$ cat src/rtl/scan_mux_pkg.sv
// Shared types and helpers for the scan multiplexer: FSM state encoding and
// the width of the channel index.
package scan_mux_pkg;

  typedef enum logic [1:0] {
    ST_MANUAL = 2'd0,
    ST_SCAN   = 2'd1,
    ST_FROZEN = 2'd2
  } state_t;

  function automatic int sw_w(input int n);
    return (n > 1) ? $clog2(n) : 1;
  endfunction

endpackage

$ cat src/rtl/tick_gen.sv
// Free-running prescaler: counts 0..DIV-1 while enabled and pulses tick for
// the cycle in which the count sits at its terminal value.
module tick_gen #(
  parameter int DIV = 50_000_000
) (
  input  logic CLOCK_50,
  input  logic reset,
  input  logic en,
  input  logic clr,
  output logic tick
);

  localparam int            CW   = (DIV > 1) ? $clog2(DIV) : 1;
  localparam logic [CW-1:0] LAST = CW'(DIV - 1);

  logic [CW-1:0] count;

  // clr wins over en so a fresh scan always starts a full period from zero
  always_ff @(posedge CLOCK_50) begin
    if (reset) begin
      count <= '0;
    end else if (clr) begin
      count <= '0;
    end else if (en) begin
      count <= (count == LAST) ? '0 : count + CW'(1);
    end
  end

  assign tick = en & ~clr & (count == LAST);

endmodule

$ cat src/rtl/scan_mux.sv
// Channel multiplexer with manual selection, timed auto-scan and a freeze
// input; every output is registered.
module scan_mux
  import scan_mux_pkg::*;
#(
  parameter  int WIDTH    = 4,
  parameter  int CHANNELS = 4,
  parameter  int SCAN_DIV = 50_000_000,
  localparam int SW_W     = sw_w(CHANNELS)
) (
  input  logic                      CLOCK_50,
  input  logic                      reset,
  input  logic [CHANNELS*WIDTH-1:0] data_in,
  input  logic [SW_W-1:0]           sel,
  input  logic                      mode,
  input  logic                      hold,
  output logic [WIDTH-1:0]          dout,
  output logic [SW_W-1:0]           chan,
  output logic                      step
);

  localparam logic [SW_W-1:0] LAST_CH = SW_W'(CHANNELS - 1);

  state_t            st, ns;
  logic              tick, pre_en, pre_clr;
  logic [SW_W-1:0]   sel_clamped, chan_adv;
  logic [WIDTH-1:0]  slice;

  always_ff @(posedge CLOCK_50) begin
    if (reset) st <= ST_MANUAL;
    else       st <= ns;
  end

  // Actions on an edge follow the state being entered, so hold takes effect
  // on the very edge it is first seen and entry to SCAN restarts the prescaler.
  always_comb begin
    ns      = ST_MANUAL;
    pre_en  = 1'b0;
    pre_clr = 1'b0;
    if (hold)      ns = ST_FROZEN;
    else if (mode) ns = ST_SCAN;
    if (ns == ST_SCAN) begin
      pre_en  = (st == ST_SCAN);
      pre_clr = (st != ST_SCAN);
    end
  end

  always_comb begin
    sel_clamped = (int'(sel) >= CHANNELS) ? LAST_CH : sel;
    chan_adv    = (chan == LAST_CH) ? '0 : chan + SW_W'(1);
    slice       = '0;
    for (int k = 0; k < CHANNELS; k++) begin
      if (chan == SW_W'(k)) slice = data_in[k*WIDTH +: WIDTH];
    end
  end

  tick_gen #(
    .DIV(SCAN_DIV)
  ) u_tick (
    .CLOCK_50(CLOCK_50),
    .reset   (reset),
    .en      (pre_en),
    .clr     (pre_clr),
    .tick    (tick)
  );

  // dout samples the channel held before this edge, giving one cycle of lag
  always_ff @(posedge CLOCK_50) begin
    if (reset) begin
      chan <= '0;
      dout <= '0;
      step <= 1'b0;
    end else begin
      unique case (ns)
        ST_SCAN: begin
          dout <= slice;
          step <= tick;
          if (tick) chan <= chan_adv;
        end
        ST_MANUAL: begin
          dout <= slice;
          step <= 1'b0;
          chan <= sel_clamped;
        end
        default: begin
          step <= 1'b0;
        end
      endcase
    end
  end

endmodule

$ cat config.mk
export PLATFORM = sky130hd
export DESIGN_NAME = scan_mux
export DESIGN_NICKNAME = d
export VERILOG_FILES = /design/src/rtl/scan_mux_pkg.sv /design/src/rtl/tick_gen.sv /design/src/rtl/scan_mux.sv
export SDC_FILE = /design/constraint.sdc
export NUM_CORES = 1
export LEC_CHECK = 0
export ABC_AREA = 1
export CAP_MARGIN = 10
export CORE_MARGIN = 8
export CORE_UTILIZATION = 23
export DETAILED_ROUTE_END_ITERATION = 6
export SLEW_MARGIN = 5
export SYNTH_ARGS = -nofsm -noshare
export SYNTH_HDL_FRONTEND = slang
export SYNTH_SLANG_ARGS = --single-unit
$ cat constraint.sdc
create_clock -name CLOCK_50 -period 1.9 [get_ports CLOCK_50]
set_input_delay 0.285 -clock CLOCK_50 [delete_from_list [all_inputs] [get_ports CLOCK_50]]
set_output_delay 0.285 -clock CLOCK_50 [all_outputs]
set_load 0.005 [all_outputs]
==> summary.md, run 1 <==
| Metric | Value |
|---|---|
| Outcome | `finished, final reports clean` |
| PD cells | `around 590 nW/um^2` |
| Worst Max-Slew Pin Slew | `0.292 ns` |
| CP endpoint kind | `flop` |
| Clk slew on worst S/H paths | `about 0.07 ns` |
| Hold_sp | `u_tick.count[14]$_SDFFE_PP0P_` |
| CTS H-tree lvls | `2` |
| FF-to-FF End | `u_tick.count[14]$_SDFFE_PP0P_` |
| Setup TNS | `0 ns` |
| Placed Area | `around 2500 um^2` |
| First-pass detailed-route iteration total | `4` |
| Initial Util | `a little under a quarter` |
| RSZ-0062 raised after global routing | `no` |
| Row cnt | `34` |
| Rel. slew slack | `roughly four fifths` |
| Max incr delay on CP | `~0.55 ns` |
| Yosys warns | `0` |
| Worst Skew | `between 0.006 and 0.007 ns` |
| Minimum clock period | `1.63 ns` |
| Area growth, synth to finish | `26.3%` |
| Final setup viols | `0` |
| I/O pins | `29` |
| DR vias/cell | `roughly 4.2` |
| Final ANT Viol Nets | `0` |
| Routability-driven placement congestion ratio | `approximately 0.84` |
| Final Instance Area | `2560 um^2` |
| Number of buffers created by CTS | `5` |
| CTS resizes | `0` |
| Longest Clk Path Bufs | `2` |
| Proportion of layout cells with a drive suffix above 1 | `around 7.3%` |
| Vias in the first global route | `1,882` |
| Average wire per cell in the routed design | `about 10 um` |
| Post-route clock period utilization | `between 80% and 90%` |
| Crit-path slowest cell | `clkdlybuf4s50_1` |
| Post-Synthesis Cells | `306` |
| Post-route worst setup slack | `around 0.27 ns` |
| CTS tree | `built` |
| Max-Cap Viols | `0` |
| GRT Total Usage | `under 10%` |
| CP Class | `input port to flop` |
| Max Transition Viols Final | `0` |
| Root buf cell | `clkbuf_8` |
| Hold path cells | `2` |
| Avg Inst Size Synth | `approximately 6.6 um^2` |
| Synthesized cell area | `2030 um^2` |
| Critical Path Start Type | `input port` |
| DR iter-0 viols | `62` |
| Post-placement cell count | `around 440` |
| Port Buf Inserts | `28` |
| Dominant delay contributor by cell family on the critical path | `simple AND/OR/NAND/NOR gates` |
| Clock sinks | `35` |
| Min-delay worst type | `flop to flop` |
| Reg area | `around 700 um^2` |
| Multi-input combinational cell area | `~1200 um^2` |
| Clock Latency Late Sink | `0.29 ns` |
| Worst Path Required | `between 2 and 2.5 ns` |
| Total chip power | `~1.5 mW` |
| Via Count | `between 1,500 and 2,000` |
| Initial antenna violation count | `0` |
| Synth top area share | `approximately a third` |
| Max IR drop VDD | `around 230 uV` |
| Crit Path Max Fanout | `7` |
| Max Freq | `0.614 GHz` |
| Post-Layout Cell Count | `approximately 450` |
| Yosys top cell by area | `dfxtp_1` |
| Worst Path Buf+Inv | `2` |
| Reg2reg start | `u_tick.count[0]$_SDFFE_PP0P_` |
| Hold EP | `u_tick.count[14]$_SDFFE_PP0P_` |
| Ant diodes | `0` |
| #FFs+latches synth | `35` |
| Fillers | `slightly above 900` |
| CP dominant cell by count | `nor2_1` |
| Largest net degree at the start of global routing | `11` |
| Die Y | `110 um` |
| Die X | `around 110 um` |
| Die area | `~12,000 um^2` |
| Hold buffers post-CTS | `0` |
| Crit-path cells | `clkdlybuf4s50_1 -> inv_1 -> nor2_1 -> nand2_1 -> nor3_1 -> xor2_1 -> nor2_1` |
| Drt drc | `0` |
| Nets | `371` |
| Register-to-register setup slack | `between 0.2 and 0.3 ns` |
| Sequential-to-total area share from yosys stat | `between 30 and 40%` |
| Synth unique cells | `30` |
| Core Box Area | `approximately 8600 um^2` |
| Cells on worst reg2reg path | `8` |
| Detailed placement HPWL | `about 3.7 mm` |
| WP data arrival | `roughly 1.8 ns` |
| Synth top area cells | `dfxtp_1 35%, nand2_1 13%, nor2_1 13%, inv_1 6.9%, xor2_1 4.8%` |
| Fin. Hold Viols | `0` |
| Congestion Overflow GR | `0` |
| Net count after synthesis | `about 330` |
| Setup WS pre-CTS | `-0.0378 ns` |
| # Post-CTS Setup Buffers | `0` |
| Static Leak | `just over 1 nW` |
| Final wirelength | `approximately 4.5 mm` |
| First-pass GRT wire length | `roughly 8.2 mm` |
[power by group]
group / switching (mW) / leakage (nW) / internal [mW]
combinational: 0.0746 / 0.695 / 0.0909
clock: 0.261 / 0.0515 / 0.331
sequential: 0.00980 / 0.284 / 0.746
[worst reg2reg max path, delay by kind of cell, from the launching register on]
family / cells / cell delay [ns]
simple gates: 5 / 0.81
flops: 1 / 0.40
fa+ha+maj: 1 / 0.17
compound gates: 1 / 0.12
buf+inv: 1 / 0.04
[cell families after synthesis]
logic type / after synthesis / share of synthesized area [%]
adder cells (fa/ha/maj): 6 / 3.71
flip-flops: 35 / 34.6
AND/OR/NAND/NOR: 183 / 40.5
AO/OA/AOI/OAI: 26 / 6.73
XOR/XNOR: 14 / 6.05
buffers and inverters: 42 / 8.40
[Yosys cell counts]
library cell and n:
xor2_1 11, dfxtp_1 35, nor3_4 2, o21ai_0 14
clkbuf_1 1, xnor2_1 3, nand4_1 4, nand3_1 19
o22ai_1 1, nor2_1 68, nand2_4 3, inv_2 1
ha_1 6, nor2_8 1, nand2_2 1, nor3_1 7
nor3b_1 1, nor2_2 1, buf_4 1, nor2_4 1
inv_1 37, or2_2 1, nand2_1 72, nand3_2 1
o31ai_1 1, buf_6 1, a21oi_1 9, o21bai_1 1
or2_0 1, buf_2 1
[worst max path at each step]
| stage | from | endpoint | depth (start not counted) |
|---|---|---|---|
| after floorplan | u_tick.count[0]$_SDFFE_PP0P_ | u_tick.count[12]$_SDFFE_PP0P_ | 9 |
| after global placement | mode | u_tick.count[6]$_SDFFE_PP0P_ | 7 |
| after detailed placement | mode | u_tick.count[6]$_SDFFE_PP0P_ | 7 |
| after CTS | mode | u_tick.count[6]$_SDFFE_PP0P_ | 7 |
| after global routing | mode | u_tick.count[6]$_SDFFE_PP0P_ | 7 |
| final | mode | u_tick.count[6]$_SDFFE_PP0P_ | 7 |
[metal layers]
metal / global-route usage, % / wire (um)
met5: 0 / 0
met4: 4.05 / 99
met3: 1.93 / 133
met2: 13.7 / 2050
met1: 9.98 / 2230
[placed cells by master, fill, tap and decap left out, types with 4 or more instances in the layout]
cell type,count
a21oi_1,9
buf_4,6
clkbuf_8,7
clkdlybuf4s50_1,28
dfxtp_1,35
ha_1,6
inv_1,37
nand2_1,72
nand3_1,19
nand4_1,4
nor2_1,68
nor3_1,7
o21ai_0,14
xor2_1,11
[per-stage QoR]
step                util (%)  hold WS (ns)
floorplan                  -         0.415
global placement        28.5         0.489
detailed placement      28.5         0.497
CTS                     29.6         0.508
global route            29.6         0.548
finish                  29.6         0.507
[registers in the layout (all words and copies together) (netlist names)]
register,count
u_tick.count,26
dout,4
chan,2
st,2
step,1
[area by class of cell]
| class | instances | area share [%] |
|---|---|---|
| well taps | 108 | 5.28 |
| repair buffers | 34 | 12.7 |
| clock buffers | 8 | 3.91 |
| flip-flops and latches | 35 | 27.4 |
| inverters | 38 | 5.57 |
| multi-input cells | 229 | 45.1 |
(Power assumes the default switching activity.)
==> run 2, diff against run 1 <==
--- a/config.mk
+++ b/config.mk
@@ -11,2 +11,4 @@
 export CORE_UTILIZATION = 23
+export CTS_CLUSTER_DIAMETER = 60
+export CTS_CLUSTER_SIZE = 28
 export DETAILED_ROUTE_END_ITERATION = 6
--- a/constraint.sdc
+++ b/constraint.sdc
@@ -3,2 +3,2 @@
 set_output_delay 0.285 -clock CLOCK_50 [all_outputs]
-set_load 0.005 [all_outputs]
+set_load 0.02 [all_outputs]
==> results of run 2 <==
The final DEF is identical to that of run 1. Status: finished, final reports clean.
Among the figures that moved: setup slack after layout 0.272 ns -> 0.233 ns; start point of the critical path mode -> chan[0]$_SDFFE_PP0P_; end point of the critical path u_tick.count[6]$_SDFFE_PP0P_ -> chan[0]; total power 1.51 mW -> 1.52 mW
==> run 3, diff against run 2 <==
- CELL_PAD_IN_SITES_DETAIL_PLACEMENT: unset -> 1
- CELL_PAD_IN_SITES_GLOBAL_PLACEMENT: unset -> 1
- CORE_ASPECT_RATIO: unset -> 1.1
- PLACE_DENSITY_LB_ADDON: unset -> 0.1
- TNS_END_PERCENT: unset -> 30
==> summary.md, run 3 (synthesis gave the netlist of run 1 again) <==
| Metric | Value |
|---|---|
| Outcome | `finished, final reports clean` |
| CP Class | `flop to output port` |
| Clock sinks | `35 (unchanged)` |
| DR iter-0 viols | `80 (+29%)` |
| Initial antenna violation count | `0 (unchanged)` |
| Longest Clk Path Bufs | `2 (unchanged)` |
| Drt drc | `0 (unchanged)` |
| First-pass GRT wire length | `9.85 mm (+20%)` |
| Crit-path slowest cell | `clkdlybuf4s50_1` |
| Worst Path Required | `1.62 ns` |
| Clk slew on worst S/H paths | `0.07 ns (about the same)` |
| Uppermost layer routed | `met4` |
| Ant diodes | `0 (unchanged)` |
| DR vias/cell | `4.23 (+1.4%)` |
| Hold buffers post-CTS | `0 (unchanged)` |
| Biggest regs | `u_tick.count x26, dout x4` |
| Min-delay worst type | `flop to flop` |
| GRT Total Usage | `10.2% (+1.9 points)` |
| PD cells | `around 630 nW/um^2` |
| CTS resizes | `0 (unchanged)` |
| Critical Path Start Type | `flop` |
| CP endpoint kind | `output port` |
| I/O pins | `29 (unchanged)` |
| Minimum clock period | `around 1.7 ns` |
| Nets | `377 (+1.6%)` |
| Initial Util | `23.3% (-0.16 points)` |
| Via Count | `1,961 (+4.1%)` |
| Root buf cell | `clkbuf_8` |
| Post-route worst setup slack | `around 0.21 ns` |
| Worst Skew | `0.0167 ns (+0.00990 ns)` |
| Final setup viols | `0 (unchanged)` |
| Die X | `105 um (-4.0%)` |
| WP data arrival | `between 1 and 1.5 ns` |
| Max Freq | `roughly 0.6 GHz` |
| Number of flip-flops in the largest register | `26 (unchanged)` |
| Max-Cap Viols | `0 (unchanged)` |
| Number of buffers created by CTS | `5 (unchanged)` |
| Proportion of layout cells with a drive suffix above 1 | `9.14% (+1.9 points)` |
| Final wirelength | `5.92 mm (+31%)` |
| Crit Path Max Fanout | `6` |
| Largest net degree at the start of global routing | `14 (+3)` |
| RSZ-0062 raised after global routing | `no` |
| Setup TNS | `0 ns (unchanged)` |
| # Post-CTS Setup Buffers | `0 (unchanged)` |
| Routability-driven placement congestion ratio | `0.752 (-10%)` |
| Detailed placement HPWL | `4.83 mm (+32%)` |
| Crit-path cells | `clkdlybuf4s50_1` |
| Dominant delay contributor by cell family on the critical path | `buffers and inverters` |
| Final core utilization | `30.2% (+0.60 points)` |
| WL met3 | `147 um (+11%)` |
| Worst Max-Slew Pin Slew | `0.272 ns (-0.0200 ns)` |
| First-pass detailed-route iteration total | `4 (unchanged)` |
| Core Box Area | `8690 um^2 (+0.67%)` |
| Setup WS pre-CTS | `-0.0695 ns (-0.0317 ns)` |
| Max IR drop VDD | `between 300 and 400 uV` |
| Met1 WL | `2.83 mm (+27%)` |
| Congestion Overflow GR | `0 (unchanged)` |
| Most frequent cells in the layout | `72 x nand2_1, 68 x nor2_1, 37 x inv_1, 35 x dfxtp_1, 28 x clkdlybuf4s50_1` |
| Biggest register | `u_tick.count` |
| Rel. slew slack | `81.9% (+1.3 points)` |
| Die Y | `114 um (+4.2%)` |
| Clock Latency Late Sink | `0.30 ns (about the same)` |
| Worst Path Buf+Inv | `1` |
| Vias in the first global route | `2,053 (+9.1%)` |
| Row cnt | `36 (+5.9%)` |
| CTS H-tree lvls | `2 (unchanged)` |
| Average wire per cell in the routed design | `12.8 um (+28%)` |
| Final ANT Viol Nets | `0 (unchanged)` |
| Area growth, synth to finish | `29.7%` |
| Met2 Wirelength | `2.87 mm (+40%)` |
| Most common cell after layout, fill and taps aside | `nand2_1` |
| Max incr delay on CP | `0.66 ns` |
| Die area | `12,100 um^2 (about the same)` |
| Post-route clock period utilization | `89.0%` |
| Fin. Hold Viols | `0 (unchanged)` |
| Static Leak | `1.07 nW (+3.7%)` |
| Max Transition Viols Final | `0 (unchanged)` |
| CTS tree | `built` |
| Port Buf Inserts | `28 (unchanged)` |
run 3: cell types whose count changed in the layout (fill, tap and decap cells not counted):
cell	change
clkbuf_8	-2
clkbuf_1	-1
clkinv_4	+1
bufinv_16	+1
buf_4	+6
inv_6	+1
run 3: power breakdown:
part | total [mW] | switching, mW | internal [mW]
Sequential | 0.756 | 0.00970 | 0.746
Clock | 0.708 | 0.310 | 0.398
Combinational | 0.183 | 0.0917 | 0.0917
run 3: layout make-up:
cell class / count / area, um^2
clock inverters: 3 / 47.5
well taps: 114 / 143
fillers: 1093 / 6070
clock buffers: 5 / 68.8
repair buffers: 40 / 370
flip-flops and latches: 35 / 701
multi-input cells: 229 / 1150
inverters: 38 / 143
run 3: layer usage:
layer | vias to the layer above | global-route usage, %
met5 | - | 0
met4 | 0 | 3.43
met3 | 7 | 2.14
met2 | 22 | 17.5
met1 | 893 | 12.4
li1 | 1039 | -
run 3: through the flow:
stage               power [mW]  cells  hold WS (ns)  area [um^2]
floorplan                0.859    306         0.415         2030
global route              1.73    464         0.532         2630
detailed placement       0.960    456         0.492         2510
finish                    1.65    464         0.501         2630
CTS                       1.69    464         0.503         2630
global placement         0.960    456         0.492         2510
run 3: worst register-to-register path, delay by kind of cell, from the launching register on:
family | cells | cell delay (ns)
AND/OR/NAND/NOR | 5 | 0.80
AO/OA/AOI/OAI | 1 | 0.12
adder cells (fa/ha/maj) | 1 | 0.17
flip-flops | 1 | 0.39
buffers and inverters | 1 | 0.04
run 3: worst paths after layout:
path,startpoint,to,slack [ns],depth (start not counted)
max reg2reg,u_tick.count[0]$_SDFFE_PP0P_,u_tick.count[14]$_SDFFE_PP0P_,0.30,8
max,chan[0]$_SDFFE_PP0P_,chan[0],0.21,1
min,u_tick.count[14]$_SDFFE_PP0P_,u_tick.count[14]$_SDFFE_PP0P_,0.50,2
min reg2reg,u_tick.count[14]$_SDFFE_PP0P_,u_tick.count[14]$_SDFFE_PP0P_,0.50,2
==> patch 1: new RTL, settings of run 3 <==
Set the parameter `CHANNELS` to 3 (it was 4).
--- a/src/rtl/scan_mux.sv
+++ b/src/rtl/scan_mux.sv
@@ -4,7 +4,7 @@
   import scan_mux_pkg::*;
 #(
   parameter  int WIDTH    = 4,
-  parameter  int CHANNELS = 4,
+  parameter  int CHANNELS = 3,
   parameter  int SCAN_DIV = 50_000_000,
   localparam int SW_W     = sw_w(CHANNELS)
 ) (
Interface: changed (resized data_in); port bits go from 29 to 25. The function was not compared with the original's and may differ.
==> patch 1 against run 3 <==
Utilization shrank 0.49 points. Die area shrank 2.4%. Design area shrank 5.3%. Routed wire length shrank 3.4%. Sequential cell count is the same. Area after synthesis shrank 2.8%. Power shrank 0.50%. Worst setup slack lost 67 ps. Highest routed layer unchanged.
==> patch 1: results (changes against run 3) <==
metric,value,unit,change
Synth area leaders,"dfxtp_1 36%, nand2_1 10%, nor2_1 9.9%",,
FF-to-FF End,u_tick.count[20],,
largest net degree at the start of global routing,12,,-2
worst reg2reg setup slack,300,ps,about the same
Final Net Count,328,,-13%
GR Util met3,2.33,%,+0.19 points
count of input and output buffers,24,,-14%
initial antenna violation count,0,,unchanged
Post-synth EDFFs,0,,unchanged
met1 GRT Util,12.9,%,+0.49 points
crit path DAT,1470,ps,+60 ps
share of cells above drive strength 1,13.6,%,+4.4 points
fraction of the yosys area taken by sequential cells,35.6,%,+1.0 points
slew margin rel.,75.2,%,-6.7 points
worst r2r path cells,10,,+2
worst hold endpoint,u_tick.count[24],,
Starting DRT DRC Count,34,,-57%
Leak,0.893,nW,-16%
Pre-Repair DR Iteration Count,3,,-1
Syn Nets,294,,-12%
vias in the first global route,1945,,-5.3%
dpl ws,22.8,ps,+92.3 ps
DP Area,2370,sq um,-5.6%
grt met2 use,17.5,%,about the same
total track usage,10.5,%,+0.23 points
Worst Skew,3.87,ps,-12.8 ps
peak supply drop,0.328,mV,+8.5%
first-pass GRT wire length,9920,microns,+0.70%
worst-path maximum fanout,9,,+3
Post-synth top cells,"55 x nand2_1, 52 x nor2_1, 35 x dfxtp_1",,
status,"finished, final reports clean",,
dpl hpwl,4570,microns,-5.2%
hold wc startpoint,u_tick.count[24],,
Yosys cell types,38,,+27%
DR vias,1801,,-8.2%
WL/cell,13.6,microns,+6.8%
GP Congestion,0.727,,-3.4%
==> patch 1: cell count changes in the layout (fill, tap and decap cells not counted), sizes merged, moves of 4 or more <==
cell,run 3,this run
nor2,71,63
ha,6,2
inv,39,31
nand2,76,61
clkdlybuf4s50,28,24
buf,12,5
o21ai,14,8
a31oi,0,4
xor2,11,5
==> patch 1: cells by family after synthesis <==
family          after synthesis  share of synthesized area, %
xor+xnor                     10                          4.45
buf+inv                      33                          6.93
fa+ha+maj                     2                          1.27
flops                        35                          35.6
simple gates                167                          43.2
compound gates               27                          8.58
==> patch 1: worst max-delay path by stage <==
stage                    start               end  slack, ps
6_report               chan[1]           chan[1]        140
2_1_floorplan  u_tick.count[0]   u_tick.count[7]        550
3_3_place_gp              hold  u_tick.count[21]         30
4_1_cts                chan[1]           chan[1]        110
5_1_grt                chan[1]           chan[1]         50
3_5_place_dp              mode  u_tick.count[15]         20
==> patch 1: cell type report <==
type	count	area, sq um
fillers	1040	5880
clock buffers	6	82.6
flip-flops and latches	35	701
clock inverters	2	35.0
repair buffers	29	278
multi-input cells	206	1130
inverters	31	121
well taps	111	139
==> patch 1: routing by layer <==
| layer | routed length (microns) | up-vias | part of all wire, % |
|---|---|---|---|
| li1 | - | 954 | - |
| met1 | 2780 | 823 | 49 |
| met2 | 2710 | 20 | 47 |
| met3 | 172 | 4 | 3.0 |
| met4 | 65 | 0 | 1.1 |
| met5 | 0 | - | 0 |
==> patch 1: through the flow <==
stage	hold WS (ps)	std cells
6_report	532	420
5_1_grt	562	420
3_3_place_gp	499	412
3_5_place_dp	518	412
4_1_cts	533	420
2_1_floorplan	357	274
==> patch 1: power breakdown <==
group	switching, mW	internal (mW)
clock	0.294	0.425
sequential	0.0115	0.746
combinational	0.0845	0.0772
==> patch 2: new RTL, config.mk and constraints of run 3 <==
Without the edit above. Re-encode `state_t` (3 states) as one-hot, 3 bits wide.
--- a/src/rtl/scan_mux_pkg.sv
+++ b/src/rtl/scan_mux_pkg.sv
@@ -2,10 +2,10 @@
 // the width of the channel index.
 package scan_mux_pkg;
 
-  typedef enum logic [1:0] {
-    ST_MANUAL = 2'd0,
-    ST_SCAN   = 2'd1,
-    ST_FROZEN = 2'd2
+  typedef enum logic [2:0] {
+    ST_MANUAL = 3'b001,
+    ST_SCAN   = 3'b010,
+    ST_FROZEN = 3'b100
   } state_t;
 
   function automatic int sw_w(input int n);
Function: no difference found for any inputs over 10 cycles, from zero or initial values and one cycle with reset high; not proved beyond that.
==> patch 2 against run 3 <==
Power is 1.4% higher. Design area rose by 0.76%. Final cell count shrank 1.3%. Utilization decreased by 0.39 points. Worst setup slack got worse by 3.3 ps. Synthesized cell count decreased by 0.33%. Routed wire length rose by 2.6%. Largest cell class unchanged. Sequential cell count is 1 higher. Area after synthesis is 3.8% higher. Global-route usage grew 0.48 points.
==> patch 2: results (changes against run 3) <==
metric,value,unit,change
worst min-delay path class,reg2reg,,
WL/cell,13.3,microns,+3.9%
Leak,1.00,nW,-6.4%
status,"finished, final reports clean",,
Syn Nets,333,,-0.30%
peak supply drop,0.230,mV,-24%
clock-pin slew on the worst setup and hold paths,80,ps,
first-pass GRT wire length,10500,microns,+7.0%
met1 GRT Util,12.9,%,+0.49 points
Non-Filler Instances,458,,-1.3%
Pre-Repair DR Iteration Count,4,,unchanged
share of cells above drive strength 1,10.8,%,+1.6 points
CTS buffer count,5,,unchanged
Max Cap Violations,0,,unchanged
count of input and output buffers,28,,unchanged
slew margin rel.,76.8,%,-5.0 points
# fillers,1121,,+2.6%
Resized Gates After CTS,0,,unchanged
worst r2r path cells,9,,+1
vias in the first global route,2128,,+3.7%
Final TNS setup,0,ps,unchanged
Synth Area per Inst,6.90,sq um,+4.2%
DR vias,1960,,-0.051%
Largest regs,"u_tick.count (26), dout (4), st (3)",,
setup repair bufs after CTS,0,,unchanged
GR Util met3,3.09,%,+0.95 points
crit-path max cell delay,650,ps,
Async SR Flop Fraction,0,%,unchanged
total track usage,10.7,%,+0.48 points
Final Net Count,371,,-1.6%
Yosys cell types,34,,+13%
slowest cell on the critical path,clkdlybuf4s50_1,,
clock latency on the worst-skew pair,290,ps,
placed insts,450,,-1.3%
hold depth,2,,unchanged
GP Congestion,0.752,,about the same
Synth area leaders,"dfxtp_1 34%, nand2_1 12%, nor2_1 11%",,
grt met2 use,17.8,%,+0.29 points
Max Root-Sink Buffers,2,,unchanged
root buffer cell,clkbuf_8,,
Starting DRT DRC Count,45,,-44%
dpl hpwl,4900,microns,+1.5%
fraction of the yosys area taken by sequential cells,34.3,%,-0.32 points
CTS HTree Levels,2,,unchanged
largest net degree at the start of global routing,13,,-1
crit path DAT,1410,ps,about the same
Worst Skew,6.31,ps,-10.4 ps
Post-synth top cells,"66 x nand2_1, 64 x nor2_1, 36 x dfxtp_1",,
n_diodes,0,,unchanged
-- patch 2: where the power goes --
group | internal (mW) | switching [mW]
clock | 0.389 | 0.323
sequential | 0.768 | 0.0101
combinational | 0.0921 | 0.0873
-- patch 2: layout make-up --
cell class | instances | share of cell area, %
sequential | 36 | 27.2
multi-input combinational | 231 | 45.8
inverter | 34 | 4.82
clock buffer | 5 | 2.60
timing repair buffer | 35 | 12.6
clock inverter | 3 | 1.61
tap | 114 | 5.39
-- patch 2: tightest hold or removal path: stages, from the launching register on --
cell	delay [ps]
dfxtp_1	360
nand2_1	80
a21oi_1	50
-- patch 2: metrics by stage --
stage               hold WS (ps)  setup slack, ps  instance area (sq um)  total power, mW
global placement             498             65.0                   2540            0.980
CTS                          532              181                   2650             1.71
global route                 571              103                   2650             1.76
detailed placement           517             27.3                   2540            0.979
finish                       528              206                   2650             1.67
floorplan                    415              488                   2100            0.881
-- patch 2: worst paths after layout --
path,start,endpoint,slack [ps]
max reg2reg,u_tick.count[22],u_tick.count[12],320
max,chan[0],chan[0],210
min,u_tick.count[15],u_tick.count[15],530
min reg2reg,u_tick.count[15],u_tick.count[15],530
-- patch 2: per-layer routing --
layer | up-vias | part of all wire [%]
met5 | - | 0
met4 | 0 | 1.2
met3 | 5 | 4.3
met2 | 31 | 47
met1 | 889 | 48
li1 | 1035 | -
-- patch 2: cell families after synthesis --
group	after synthesis	synth area share [%]
AOI/OAI and AO/OA	28	6.84
xor gates and xnor gates	12	5.00
adders and majority gates	6	3.57
buffers and inverters	38	8.09
DFF	36	34.3
and+or+nand+nor	185	42.2
